<file path="src/rtl/ex_serial_shift_pkg.sv">
// Shared constants and types for the RV32I execute stage.
// Opcodes, funct3 codes, NOP encoding and shifter FSM encodings.
package ex_serial_shift_pkg;

    localparam logic [6:0] OP_R     = 7'b0110011;
    localparam logic [6:0] OP_I     = 7'b0010011;
    localparam logic [6:0] OP_B     = 7'b1100011;
    localparam logic [6:0] OP_JAL   = 7'b1101111;
    localparam logic [6:0] OP_JALR  = 7'b1100111;
    localparam logic [6:0] OP_LUI   = 7'b0110111;
    localparam logic [6:0] OP_AUIPC = 7'b0010111;

    localparam logic [2:0] F3_ADD  = 3'd0;
    localparam logic [2:0] F3_SLL  = 3'd1;
    localparam logic [2:0] F3_SLT  = 3'd2;
    localparam logic [2:0] F3_SLTU = 3'd3;
    localparam logic [2:0] F3_XOR  = 3'd4;
    localparam logic [2:0] F3_SR   = 3'd5;
    localparam logic [2:0] F3_OR   = 3'd6;
    localparam logic [2:0] F3_AND  = 3'd7;

    localparam logic [2:0] F3_BEQ  = 3'd0;
    localparam logic [2:0] F3_BNE  = 3'd1;
    localparam logic [2:0] F3_BLT  = 3'd4;
    localparam logic [2:0] F3_BGE  = 3'd5;
    localparam logic [2:0] F3_BLTU = 3'd6;
    localparam logic [2:0] F3_BGEU = 3'd7;

    localparam logic [6:0] F7_BASE = 7'b0000000;
    localparam logic [6:0] F7_ALT  = 7'b0100000;

    localparam logic [31:0] INST_NOP = 32'h0000_0013;

    typedef enum logic [1:0] {
        SH_IDLE  = 2'd0,
        SH_SHIFT = 2'd1,
        SH_DONE  = 2'd2
    } sh_state_e;

    typedef enum logic [1:0] {
        SK_SLL = 2'd0,
        SK_SRL = 2'd1,
        SK_SRA = 2'd2
    } sh_kind_e;

endpackage

</file>
<file path="src/rtl/ex_serial_shift_if.sv">
// ID/EX operand bundle in, write-back / redirect / stall bundle out.
// master drives operands, slave is the execute stage.
interface ex_serial_shift_if;

    logic [31:0] inst_i;
    logic [31:0] inst_addr_i;
    logic [31:0] op1_i;
    logic [31:0] op2_i;
    logic [4:0]  rd_addr_i;
    logic        reg_wen_i;

    logic [4:0]  rd_addr_o;
    logic [31:0] rd_data_o;
    logic        reg_wen_o;
    logic [31:0] jump_addr_o;
    logic        jump_en_o;
    logic        hold_flag_o;

    modport master (
        output inst_i, inst_addr_i, op1_i, op2_i, rd_addr_i, reg_wen_i,
        input  rd_addr_o, rd_data_o, reg_wen_o, jump_addr_o, jump_en_o,
               hold_flag_o
    );

    modport slave (
        input  inst_i, inst_addr_i, op1_i, op2_i, rd_addr_i, reg_wen_i,
        output rd_addr_o, rd_data_o, reg_wen_o, jump_addr_o, jump_en_o,
               hold_flag_o
    );

endinterface

</file>
<file path="src/rtl/ex_serial_shift_shifter.sv">
// Iterative shifter: moves up to SHIFT_STEP bits per cycle.
// IDLE -> SHIFT (count down) -> DONE -> IDLE.
module ex_shifter
    import ex_serial_shift_pkg::*;
#(
    parameter int SHIFT_STEP = 1
) (
    input  logic        clk,
    input  logic        rst,
    input  logic        start,
    input  sh_kind_e    kind,
    input  logic [31:0] data,
    input  logic [4:0]  shamt,
    output logic        busy,
    output logic        done,
    output logic [31:0] result
);

    localparam logic [4:0] STEP = 5'(SHIFT_STEP);

    sh_state_e   state;
    sh_kind_e    kind_q;
    logic [4:0]  count;
    logic [31:0] shadow;
    logic [4:0]  step;

    assign step   = (count < STEP) ? count : STEP;
    assign result = shadow;

    always_ff @(posedge clk) begin
        if (!rst) begin
            state  <= SH_IDLE;
            kind_q <= SK_SLL;
            count  <= '0;
            shadow <= '0;
            busy   <= 1'b0;
            done   <= 1'b0;
        end else begin
            unique case (state)
                SH_IDLE: begin
                    if (start) begin
                        shadow <= data;
                        kind_q <= kind;
                        count  <= shamt;
                        busy   <= 1'b1;
                        state  <= SH_SHIFT;
                    end
                end
                SH_SHIFT: begin
                    // arithmetic shift keeps the sign bit latched at start
                    unique case (kind_q)
                        SK_SLL:  shadow <= shadow << step;
                        SK_SRL:  shadow <= shadow >> step;
                        default: shadow <= 32'($signed(shadow) >>> step);
                    endcase
                    count <= count - step;
                    if (count == step) begin
                        busy  <= 1'b0;
                        done  <= 1'b1;
                        state <= SH_DONE;
                    end
                end
                SH_DONE: begin
                    done  <= 1'b0;
                    state <= SH_IDLE;
                end
                default: state <= SH_IDLE;
            endcase
        end
    end

endmodule

</file>
<file path="src/rtl/ex_serial_shift.sv">
// RV32I execute stage: single-cycle ALU, branch/jump resolution,
// and an iterative shifter that stalls the front end while busy.
module ex_serial_shift
    import ex_serial_shift_pkg::*;
#(
    parameter int SHIFT_STEP = 1
) (
    input logic              clk,
    input logic              rst,
    ex_serial_shift_if.slave ex
);

    logic [6:0]  opcode;
    logic [2:0]  f3;
    logic        alt;
    logic [31:0] imm_b;
    logic [31:0] imm_j;
    logic [31:0] imm_u;
    logic [31:0] op1;
    logic [31:0] op2;
    logic [31:0] pc;
    logic [4:0]  shamt;

    logic [31:0] res;
    logic        res_vld;
    logic        jmp;
    logic [31:0] jaddr;
    logic        is_shift;
    sh_kind_e    kind;
    logic        start;
    logic        sh_busy;
    logic        sh_done;
    logic [31:0] sh_result;
    logic        wr_ok;

    assign opcode = ex.inst_i[6:0];
    assign f3     = ex.inst_i[14:12];
    assign alt    = ex.inst_i[30];
    assign op1    = ex.op1_i;
    assign op2    = ex.op2_i;
    assign pc     = ex.inst_addr_i;
    assign shamt  = op2[4:0];

    assign imm_b = {{20{ex.inst_i[31]}}, ex.inst_i[7],
                    ex.inst_i[30:25], ex.inst_i[11:8], 1'b0};
    assign imm_j = {{12{ex.inst_i[31]}}, ex.inst_i[19:12],
                    ex.inst_i[20], ex.inst_i[30:21], 1'b0};
    assign imm_u = {ex.inst_i[31:12], 12'b0};

    assign wr_ok = ex.reg_wen_i && (ex.rd_addr_i != 5'd0);

    always_comb begin
        res      = '0;
        res_vld  = 1'b0;
        jmp      = 1'b0;
        jaddr    = '0;
        is_shift = 1'b0;
        kind     = SK_SLL;
        case (opcode)
            OP_R, OP_I: begin
                res_vld = 1'b1;
                case (f3)
                    F3_ADD:  res = (opcode == OP_R && alt) ? op1 - op2
                                                          : op1 + op2;
                    F3_SLL:  begin is_shift = 1'b1; kind = SK_SLL; end
                    F3_SLT:  res = {31'b0, $signed(op1) < $signed(op2)};
                    F3_SLTU: res = {31'b0, op1 < op2};
                    F3_XOR:  res = op1 ^ op2;
                    F3_SR:   begin
                        is_shift = 1'b1;
                        kind     = alt ? SK_SRA : SK_SRL;
                    end
                    F3_OR:   res = op1 | op2;
                    default: res = op1 & op2;
                endcase
            end
            OP_LUI: begin
                res     = op2;
                res_vld = 1'b1;
            end
            OP_AUIPC: begin
                res     = pc + imm_u;
                res_vld = 1'b1;
            end
            OP_JAL: begin
                res     = pc + 32'd4;
                res_vld = 1'b1;
                jmp     = 1'b1;
                jaddr   = pc + imm_j;
            end
            OP_JALR: begin
                res     = pc + 32'd4;
                res_vld = 1'b1;
                jmp     = 1'b1;
                jaddr   = (op1 + op2) & 32'hFFFF_FFFE;
            end
            OP_B: begin
                jaddr = pc + imm_b;
                case (f3)
                    F3_BEQ:  jmp = (op1 == op2);
                    F3_BNE:  jmp = (op1 != op2);
                    F3_BLT:  jmp = ($signed(op1) < $signed(op2));
                    F3_BGE:  jmp = ($signed(op1) >= $signed(op2));
                    F3_BLTU: jmp = (op1 < op2);
                    F3_BGEU: jmp = (op1 >= op2);
                    default: jmp = 1'b0;
                endcase
            end
            default: ;
        endcase
        // zero-amount shifts bypass the iterative unit
        if (is_shift) begin
            res     = op1;
            res_vld = (shamt == 5'd0);
        end
    end

    assign start = is_shift && (shamt != 5'd0) && !sh_busy && !sh_done;

    ex_shifter #(
        .SHIFT_STEP(SHIFT_STEP)
    ) u_shifter (
        .clk    (clk),
        .rst    (rst),
        .start  (start),
        .kind   (kind),
        .data   (op1),
        .shamt  (shamt),
        .busy   (sh_busy),
        .done   (sh_done),
        .result (sh_result)
    );

    assign ex.rd_addr_o = ex.rd_addr_i;

    always_comb begin
        ex.rd_data_o   = '0;
        ex.reg_wen_o   = 1'b0;
        ex.jump_addr_o = '0;
        ex.jump_en_o   = 1'b0;
        ex.hold_flag_o = 1'b0;
        if (!rst) begin
            ex.hold_flag_o = 1'b0;
        end else if (sh_done) begin
            ex.rd_data_o = sh_result;
            ex.reg_wen_o = wr_ok;
        end else if (sh_busy || start) begin
            ex.hold_flag_o = 1'b1;
        end else begin
            ex.rd_data_o   = res;
            ex.reg_wen_o   = wr_ok && res_vld;
            ex.jump_en_o   = jmp;
            ex.jump_addr_o = jaddr;
        end
    end

endmodule

</file>
<file path="src/flat_wrapper.sv">
// flat-port wrapper written by rule: the top's interface ports become plain ports
module ex_serial_shift_flat import ex_serial_shift_pkg::*;
#(
    parameter int SHIFT_STEP = 1
)
  (clk, rst, ex_inst_i, ex_inst_addr_i, ex_op1_i, ex_op2_i, ex_rd_addr_i, ex_reg_wen_i, ex_rd_addr_o, ex_rd_data_o, ex_reg_wen_o, ex_jump_addr_o, ex_jump_en_o, ex_hold_flag_o);
  ex_serial_shift_if ex_i ();
  input logic clk;
  input logic rst;
  input wire logic [$bits(ex_i.inst_i)-1:0] ex_inst_i;
  input wire logic [$bits(ex_i.inst_addr_i)-1:0] ex_inst_addr_i;
  input wire logic [$bits(ex_i.op1_i)-1:0] ex_op1_i;
  input wire logic [$bits(ex_i.op2_i)-1:0] ex_op2_i;
  input wire logic [$bits(ex_i.rd_addr_i)-1:0] ex_rd_addr_i;
  input wire logic [$bits(ex_i.reg_wen_i)-1:0] ex_reg_wen_i;
  output wire logic [$bits(ex_i.rd_addr_o)-1:0] ex_rd_addr_o;
  output wire logic [$bits(ex_i.rd_data_o)-1:0] ex_rd_data_o;
  output wire logic [$bits(ex_i.reg_wen_o)-1:0] ex_reg_wen_o;
  output wire logic [$bits(ex_i.jump_addr_o)-1:0] ex_jump_addr_o;
  output wire logic [$bits(ex_i.jump_en_o)-1:0] ex_jump_en_o;
  output wire logic [$bits(ex_i.hold_flag_o)-1:0] ex_hold_flag_o;
  assign ex_i.inst_i = ex_inst_i;
  assign ex_i.inst_addr_i = ex_inst_addr_i;
  assign ex_i.op1_i = ex_op1_i;
  assign ex_i.op2_i = ex_op2_i;
  assign ex_i.rd_addr_i = ex_rd_addr_i;
  assign ex_i.reg_wen_i = ex_reg_wen_i;
  assign ex_rd_addr_o = ex_i.rd_addr_o;
  assign ex_rd_data_o = ex_i.rd_data_o;
  assign ex_reg_wen_o = ex_i.reg_wen_o;
  assign ex_jump_addr_o = ex_i.jump_addr_o;
  assign ex_jump_en_o = ex_i.jump_en_o;
  assign ex_hold_flag_o = ex_i.hold_flag_o;
  ex_serial_shift #(.SHIFT_STEP(SHIFT_STEP)) u_core (.clk(clk), .rst(rst), .ex(ex_i));
endmodule
</file>
<file path="config.mk">
export PLATFORM = sky130hd
export DESIGN_NAME = ex_serial_shift_flat
export DESIGN_NICKNAME = d
export VERILOG_FILES = /design/src/rtl/ex_serial_shift_pkg.sv /design/src/rtl/ex_serial_shift_if.sv /design/src/rtl/ex_serial_shift_shifter.sv /design/src/rtl/ex_serial_shift.sv /design/src/flat_wrapper.sv
export SDC_FILE = /design/constraint.sdc
export NUM_CORES = 1
export LEC_CHECK = 0
export BUFFER_PORTS_ARGS = -buffer_cell sky130_fd_sc_hd__buf_2
export CAP_MARGIN = 0
export CORE_ASPECT_RATIO = 1.2
export CORE_UTILIZATION = 55
export DETAILED_ROUTE_END_ITERATION = 6
export MAX_ROUTING_LAYER = met4
export PLACE_DENSITY = 0.88
export SYNTH_ARGS = -nofsm -noshare
export SYNTH_HDL_FRONTEND = slang
export SYNTH_SLANG_ARGS = --single-unit
</file>
<file path="constraint.sdc">
create_clock -name clk -period 5.1 [get_ports clk]
set_input_delay 0.255 -clock clk [delete_from_list [all_inputs] [get_ports clk]]
set_output_delay 0.255 -clock clk [all_outputs]
set_load 0.005 [all_outputs]
</file>
### After elaboration in Yosys (flattened, before gate mapping)

Cells that the tools add are included.

| word-level totals | value |
|---|---|
| bits of input ports | 136 |
| bits in registers | 43 |
| logic and storage cells | 115 |
| output and inout bits | 72 |

| operators by class | value |
|---|---|
| shift operators | 3 |
| reductions and logical operators | 26 |
| bitwise operators | 3 |
| add/sub/neg operators | 7 |
| magnitude comparators | 5 |
| eq/ne operators | 22 |
| multiplexer cells | 43 |

Operators with widths:

| kind | count |
|---|---|
| two-way mux 32 bit | 9 |
| one-hot mux 32 bit (6 select lines) | 1 |
| adder 32 bit | 4 |
| one-hot mux 32 bit (2 select lines) | 2 |
| one-hot mux 32 bit (4 select lines) | 1 |
| one-hot mux 32 bit (3 select lines) | 1 |
| greater-or-equal comparator 32 bit | 2 |
| < comparator 32 bit | 2 |
| adder 32 x 3 -> 32 bit, second input constant | 1 |
| bitwise AND 32 bit | 1 |
| == test 32 bit | 1 |
| inequality test 32 bit | 1 |
| OR 32 bit | 1 |
| left shift 32 x 5 -> 32 bit | 1 |
| right shift 32 x 5 -> 32 bit | 1 |
| >>> shifter 32 x 5 -> 32 bit | 1 |
| subtractor 32 bit | 1 |
| XOR 32 bit | 1 |
| == test 7 bit, second input constant | 3 |
| two-way mux 1 bit | 16 |
| == test 7 x 5 -> 1 bit, second input constant | 2 |
| == test 7 x 6 -> 1 bit, second input constant | 2 |
| == test 3 bit, second input constant | 4 |
| two-way mux 2 bit | 5 |
| 26 further kinds | 45 |

### Logic depth before layout (Yosys ltp)

Gate-level depths: netlist of the first run.

| depth | value |
|---|---|
| depth after elaboration | 11 |
| depth in mapped cells | 16 |
| mapped depth without buffers | 15 |

### Modules after synthesis

Synthesis of the first run repeated with hierarchy kept, for this count alone.

| unflattened totals | value |
|---|---|
| cells, all modules | 1897 |
| area total of the unflattened synthesis | 12784.8 um^2 |

Modules (own cells, without submodules):

| module | times used | sequential area each (um^2) | cells an instance | area an instance (um^2) |
|---|---|---|---|---|
| ex_serial_shift | 1 | 0.0 | 1576 | 10264.8 |
| ex_shifter | 1 | 860.8 | 321 | 2519.9 |

### Worst setup path before layout of the first run

No wires, ideal clock.

| path | value |
|---|---|
| kind | input port to output port |
| start | in ex_inst_i[3] |
| end | out ex_jump_addr_o[31] |
| arrival time | 3727 ps |
| path buffers | 3 |
| stages | 15 |
| data required time | 4845 ps |
| path slack | 1118 ps |
| cells stage by stage | buf_2 > or4_1 > clkbuf_1 > buf_1 > mux2_2 > ha_1 > a21o_1 > a21o_1 > a2bb2oi_1 > and2_1 > o21a_1 > o21ai_0 > o41ai_1 > mux2i_1 > a221o_1 |

| on the way | value |
|---|---|
| cells in the longest elaborated chain, start to end | 10 |
| elaborated cells on any way between the ends | 15 |
| those cells by class | 5 x eq/ne; 5 x mux; 5 x reduce/logical |

Ends and longest elaborated chain:

| element | RTL line | text |
|---|---|---|
| from (decl) | flat_wrapper.sv:10 | `input wire logic [$bits(ex_i.inst_i)-1:0] ex_inst_i;` |
| == test 7 x 5 -> 1 bit or == test 7 x 6 -> 1 bit (tied branches) | ex_serial_shift.sv:59 | `case (opcode)` |
| OR reduction 2 bit | ex_serial_shift.sv:59 |  |
| two-way mux 1 bit | ex_serial_shift.sv:59 |  |
| logical AND 1 bit (3 in series) | ex_serial_shift.sv:118 | `assign start = is_shift && (shamt != 5'd0) && !sh_busy && !sh_done;` |
| logical OR 1 bit | ex_serial_shift.sv:147 | `end else if (sh_busy \|\| start) begin` |
| two-way mux 32 bit (*) | ex_serial_shift.sv:147 |  |
| two-way mux 32 bit (*) | ex_serial_shift.sv:144 | `end else if (sh_done) begin` |
| two-way mux 32 bit (*) | ex_serial_shift.sv:142 | `if (!rst) begin` |
| to (decl) | flat_wrapper.sv:19 | `output wire logic [$bits(ex_i.jump_addr_o)-1:0] ex_jump_addr_o;` |

Every way passes the cells marked *; elsewhere a longest branch is shown, timed or not.

### Worst setup path in the final report of the first run

| path | value |
|---|---|
| start | in ex_inst_i[4] |
| end | out ex_jump_addr_o[31] |

Same word-level chain as after synthesis.

==> qor.yml, run 1 <==
result_of_the_run: "complete, but fails checks"
failing_checks: "DRC"
postSynthRegisterBits: 43
area_growth_syn_to_layout_pct: 11.5
min_period_ps: 4850
start_util: 0.561
drt-initial-drc-count: 2380
worstHoldPathType: "primary input to flop"
io_buffer_count: 207
min_period_over_period: 0.951
placement_rows: 60
critPathMaxFanout: 16
crit_path_start: "ex_inst_i[4]"
syn-mean-instance-area_sq_um: 6.75
io_count: 208
post-layout-total-power_uw: 2030
data_arrival_critical_path_ps: 4590
cts_hold_buf: 0
wire_length_reported_by_the_detailed_router_um: 61100
antenna_found_initial: 7
placement.cell_area_sq_mm: 0.0138
hold_path_startpoint: "ex_op1_i[31]"
grt_setup_unrepaired: "no"
synth.top_cells.by_count: "nor2_1, a21oi_1, ha_1"
worst_setup_margin_ps: 252
crit_slowest_cell: "or4_1"
place.detailed.hpwl_um: 46700
cts.repair_timing.setup_buffer_count: 0
detail-route-antenna-nets: 0
post_drt_via_cell_ratio: 7.30
critical_path.most_common_cell: "buf_2"
fmaxAchievable_ghz: 0.206
worst_setup_path_start_kind: "primary input"
place.gp.congestion: 1.06
synth-main-ff-cell: "dfxtp_1"
timing_max_transition_violations_final: 0
dieHeight_um: 168
critPathCaptureType: "output pin"
cts-htree-levels: 2
first_pass_grt_wire_length_um: 90200
synth_warn: 0
max_slew.worst_pin.slew_ps: 1050
fin_tns_setup_ps: 0
die_w_um: 140
mapped_cell_area_sq_mm: 0.0126
post-place-ws_ps: 260
grt_pass1_vias: 15600
cts-buffers-inserted: 5
worst_setup_hold_path_clk_slew_ps: 70
tritoncts: "done"
detail_route.wl_per_cell_um: 26.6
seq_area_frac_synth: 0.0683
clock_sink_count: 43
synthMostInstantiatedCell: "nor2_1"
synth_top_area_share: 0.146
num_vias: 16700
final_layout_size_suffix_gt1_frac: 0.155
pwr_density_cell_mw_per_mm2: 144
post_cts_resized: 0
rr_startpoint: "u_core.u_shifter.count[4]"
clock_latency_ps: 300
crit_path_cell_trace: "buf_2 -> nand3b_1 -> or4_1 -> mux2_2 -> ha_1 -> inv_1 -> fa_1 -> nand2b_1 -> a21oi_1 -> o31ai_1 -> and2_1 -> o21a_1 -> o21ai_1 -> o41ai_1 -> mux2i_1 -> a221o_1 -> buf_2"
skew_ps: 7.78
irDropWorstVdd_v: 0.000118
clk_root_buffer_cell: "clkbuf_16"
setup-violations-final: 0
timing.setup.critical_path_class: "primary input to output pin"
die_area_sq_mm: 0.0235
synthesis.nets: 2155
overflow: 0
largest_net_degree_at_the_start_of_global_routing: 47
drc: 47
final_area_sq_mm: 0.0140
hold-worst-slack_ps: 265
synthTopCellsByArea: "ha_1, a21oi_1, dfxtp_1"
count_of_filler_cells_inserted_in_the_layout: 2091
worst-endpoint-required_ps: 4850
syn-instance-count: 1868
synth_edf_count: 0
max_cap_viol_count: 0
slowest_delay_ps: 820
drtPass1Iterations: 7
asyncSetResetFlopFracSynth: 0
cell_type_contributing_the_most_total_cell_area_after_synthesis: "ha_1"
floorplan.core_area_sq_mm: 0.0224
timing.slew.headroom: 0.297
cts.path.max_buffers: 2
total_nets_final: 2291
total_leakage_power_uw: 0.00617
number_of_hold_slack_violations_in_the_final_timing_report: 0
synth.lib_cells_used.distinct: 81
globalRouteTotalUtil: 0.519
-- registers in the layout (all words and copies together), names as in the netlist --
register                 cells
u_core.u_shifter.busy        1
u_core.u_shifter.count       5
u_core.u_shifter.done        1
u_core.u_shifter.kind_q      2
u_core.u_shifter.result     32
u_core.u_shifter.state       2
-- cell type report --
type                            count  area, sq um  share of cell area
Multi-Input combinational cell   1578        10800               0.769
Clock inverter                      2         60.1             0.00428
Clock buffer                        6          129             0.00917
Timing Repair Buffer              250         1360              0.0967
Tap cell                          279          349              0.0248
Sequential cell                    43          861              0.0613
Antenna cell                        8         20.0             0.00143
Inverter                          126          473              0.0337
-- kinds of logic after synthesis --
family	share of synthesized area
AND/OR/NAND/NOR	0.224
XOR/XNOR	0.0619
adder cells (fa/ha/maj)	0.152
multiplexers	0.0325
buffers and inverters	0.0768
flip-flops	0.0683
AO/OA/AOI/OAI	0.384
-- final timing paths --
path	endpoint	slack, ps	cells after the start
max	ex_jump_addr_o[31]	250	17
min	u_core.u_shifter.result[31]	260	3
max reg2reg	u_core.u_shifter.result[29]	2320	5
min reg2reg	u_core.u_shifter.result[13]	550	2
-- layout by cell type (no fill, tap or decap), types with 19 or more instances in the layout --
cell type,Yosys,routed
a21oi_1,196,196
nor2_1,197,196
mux2_2,23,23
nand2b_1,30,30
a221oi_1,28,28
a211oi_1,39,39
nand3_1,38,38
o31ai_1,19,19
nor2b_1,37,37
a21o_1,48,48
inv_1,124,124
o21ai_0,125,124
o21bai_1,21,21
buf_2,12,207
nand4_1,22,22
a2111oi_0,29,29
dfxtp_1,43,43
nand2_1,118,118
a22oi_1,36,36
nor3_1,44,43
xor2_1,35,35
ha_1,147,147
a31oi_1,19,19
xnor2_1,54,54
buf_4,7,43
-- metal layers --
| metal | GRT usage | vias to the layer above | routed length [um] |
|---|---|---|---|
| li1 | - | 7232 | - |
| met1 | 0.625 | 7671 | 22100 |
| met2 | 0.758 | 1473 | 25500 |
| met3 | 0.151 | 353 | 9020 |
| met4 | 0.318 | 0 | 4450 |
| met5 | - | - | 0 |
-- stage by stage --
stage,util,std cells
3_5_place_dp,0.617,2276
4_1_cts,0.625,2284
6_report,0.626,2292
3_3_place_gp,0.617,2276
5_1_grt,0.626,2292
2_1_floorplan,-,1868
-- critical path, delay by kind of cell --
| family | cells | cell delay (ps) |
|---|---|---|
| fa+ha+maj | 2 | 400 |
| simple gates | 4 | 1430 |
| buf+inv | 3 | 310 |
| mux | 2 | 540 |
| compound gates | 6 | 1650 |
-- report_power, final --
part / switching (uW) / internal, uW
registers: 2.21 / 337
clock network: 155 / 282
logic: 809 / 444
(Power assumes the default switching activity.)
==> run 2, diff against run 1 <==
--- a/config.mk
+++ b/config.mk
@@ -8,10 +8,11 @@
 export BUFFER_PORTS_ARGS = -buffer_cell sky130_fd_sc_hd__buf_2
 export CAP_MARGIN = 0
 export CORE_ASPECT_RATIO = 1.2
-export CORE_UTILIZATION = 55
+export CORE_UTILIZATION = 60
+export CTS_CLUSTER_SIZE = 16
 export DETAILED_ROUTE_END_ITERATION = 6
 export MAX_ROUTING_LAYER = met4
-export PLACE_DENSITY = 0.88
+export PLACE_DENSITY = 0.94
 export SYNTH_ARGS = -nofsm -noshare
 export SYNTH_HDL_FRONTEND = slang
 export SYNTH_SLANG_ARGS = --single-unit
==> run 2 against run 1 <==
Effect of this change: the flow still finishes with violations (DRC); global-route usage grew 2.3 points; combinational power is essentially flat; final area down 1.0%; clock skew down 0.72 ps; sequential cell count unchanged; first-iteration DRC count up 7.4%; register-to-register slack better by 50 ps; clock power down 25%; core utilization increased by 5.6 points; worst hold slack improved by 38 ps; critical path type unchanged.
==> qor.yml, run 2 (synthesized netlist as in run 1, its figures left out) <==
commonest_non_fill_non_tap_cell_in_the_layout: "buf_2"
antenna_found_initial: 1  # -6
total_leakage_power_uw: 0.00611  # -1.0%
worst-endpoint-required_ps: 4850  # about the same
largest_net_degree_at_the_start_of_global_routing: 54  # +15%
worstHoldPathType: "primary input to flop"
clock_latency_ps: 300  # about the same
pwr_density_cell_mw_per_mm2: 137  # -5.1%
die_area_sq_mm: 0.0216  # -8.2%
irDropWorstVdd_v: 0.000330  # +180%
fin_util: 0.682  # +0.0557
crit_slowest_cell: "or4_1"
floorplan.core_area_sq_mm: 0.0204  # -9.1%
detail-route-antenna-nets: 0  # unchanged
overflow: 0  # unchanged
area_growth_syn_to_layout_pct: 10.3
drtPass1Iterations: 7  # unchanged
hold-worst-slack_ps: 302  # +37.9 ps
timing_max_transition_violations_final: 0  # unchanged
start_util: 0.618  # +0.0564
failing_checks: "DRC"
total_nets_final: 2283  # -0.35%
post_drt_via_cell_ratio: 7.40  # +1.3%
first_pass_grt_wire_length_um: 87000  # -3.5%
tritoncts: "done"
cts_hold_buf: 0  # unchanged
result_of_the_run: "complete, but fails checks"
min_period_ps: 4930  # +81.6 ps
fin_tns_setup_ps: 0  # unchanged
place.detailed.hpwl_um: 44200  # -5.4%
grt_pass1_vias: 15200  # -2.6%
clock_sink_count: 43  # unchanged
crit_path_cell_trace: "buf_2 -> nand3b_1 -> or4_1 -> buf_4 -> nor2_1 -> buf_4 -> a21o_1 -> ha_1 -> a21o_1 -> a21o_1 -> a21o_1 -> a31oi_1 -> o21a_1 -> o21ai_0 -> o41ai_1 -> mux2i_1 -> a221o_1 -> buf_2"
timing.slew.headroom: 0.216  # -0.0814
post-layout-total-power_uw: 1910  # -6.1%
io_buffer_count: 207  # unchanged
count_of_filler_cells_inserted_in_the_layout: 1849  # -12%
placement_rows: 57  # -5.0%
max_cap_viol_count: 0  # unchanged
io_count: 208  # unchanged
placement.cell_area_sq_mm: 0.0138  # -0.56%
critPathCaptureType: "output pin"
wire_length_reported_by_the_detailed_router_um: 58800  # -3.7%
number_of_hold_slack_violations_in_the_final_timing_report: 0  # unchanged
dieHeight_um: 161  # -4.2%
cts.repair_timing.setup_buffer_count: 0  # unchanged
num_vias: 16700  # +0.048%
min_period_over_period: 0.967  # +0.0160
critPathMaxFanout: 10  # -6
globalRouteTotalUtil: 0.541  # +0.0227
layout_common_cells: "buf_2, nor2_1, a21oi_1, ha_1, o21ai_0"
clk_root_buffer_cell: "clkbuf_16"
timing.setup.critical_path_class: "primary input to output pin"
largest_register_ff_count: 32  # unchanged
final_area_sq_mm: 0.0139  # -1.0%
worst_setup_path_start_kind: "primary input"
cts.path.max_buffers: 2  # unchanged
setup-violations-final: 0  # unchanged
place.gp.congestion: 1.07  # +0.56%
cts-htree-levels: 2  # unchanged
drt-initial-drc-count: 2556  # +7.4%
detail_route.wl_per_cell_um: 26.0  # -2.4%
die_w_um: 134  # -4.2%
drc: 11  # -77%
fmaxAchievable_ghz: 0.203  # -1.7%
max_slew.worst_pin.slew_ps: 1170  # +122 ps
grt_setup_unrepaired: "no"
post_cts_resized: 0  # unchanged
final_layout_size_suffix_gt1_frac: 0.151  # -0.00389
data_arrival_critical_path_ps: 4670  # +80 ps
critical_path.most_common_cell: "a21o_1"
skew_ps: 7.05  # -0.723 ps
cts-buffers-inserted: 5  # unchanged
slowest_delay_ps: 690  # -130 ps
worst_setup_hold_path_clk_slew_ps: 60  # about the same
## run 2: cell count changes in the layout (fill, tap and decap cells not counted), sizes merged
cell	before	now
buf	250	242
bufinv	2	0
clkbuf	6	7
diode	8	1
clkinv	2	3
## run 2: area by class of cell
cell class | count | area [sq um] | share of cell area
tap | 265 | 332 | 0.0239
clock inverter | 1 | 5.00 | 0.000360
multi-input combinational | 1578 | 10800 | 0.777
sequential | 43 | 861 | 0.0619
inverter | 126 | 473 | 0.0340
clock buffer | 7 | 133 | 0.00954
antenna | 1 | 2.50 | 0.000180
timing repair buffer | 242 | 1300 | 0.0934
## run 2: critical path: cells and delay by family
| family | cells | cell delay (ps) |
|---|---|---|
| buffers and inverters | 4 | 670 |
| multiplexers | 1 | 150 |
| AO/OA/AOI/OAI | 9 | 2240 |
| adder cells (fa/ha/maj) | 1 | 290 |
| AND/OR/NAND/NOR | 3 | 1040 |
## run 2: report_power, final
part | internal [uW] | leakage (uW) | total, uW | switching, uW
Sequential | 337 | 0.000346 | 339 | 2.27
Clock | 182 | 0.0000679 | 329 | 147
Combinational | 439 | 0.00570 | 1240 | 798
## run 2: per-stage QoR
step	worst slack, ps	cells
finish	171	2263
global route	27.0	2263
CTS	272	2262
detailed placement	294	2254
global placement	486	2254
floorplan	1120	1868
## run 2: final timing paths
| path | from | endpoint | slack, ps | cells after the start |
|---|---|---|---|---|
| worst max register to register | u_core.u_shifter.count[4] | u_core.u_shifter.result[20] | 2370 | 5 |
| worst min-delay path | ex_op1_i[0] | u_core.u_shifter.result[0] | 300 | 2 |
| worst min register to register | u_core.u_shifter.state[1] | u_core.u_shifter.done | 540 | 2 |
| worst max-delay path | ex_inst_i[4] | ex_jump_addr_o[31] | 170 | 18 |
## run 2: layer usage
layer / track usage / up-vias / part of all wire
li1: - / 7209 / -
met1: 0.666 / 7629 / 0.36
met2: 0.795 / 1550 / 0.41
met3: 0.153 / 349 / 0.16
met4: 0.290 / 0 / 0.069
met5: - / - / 0
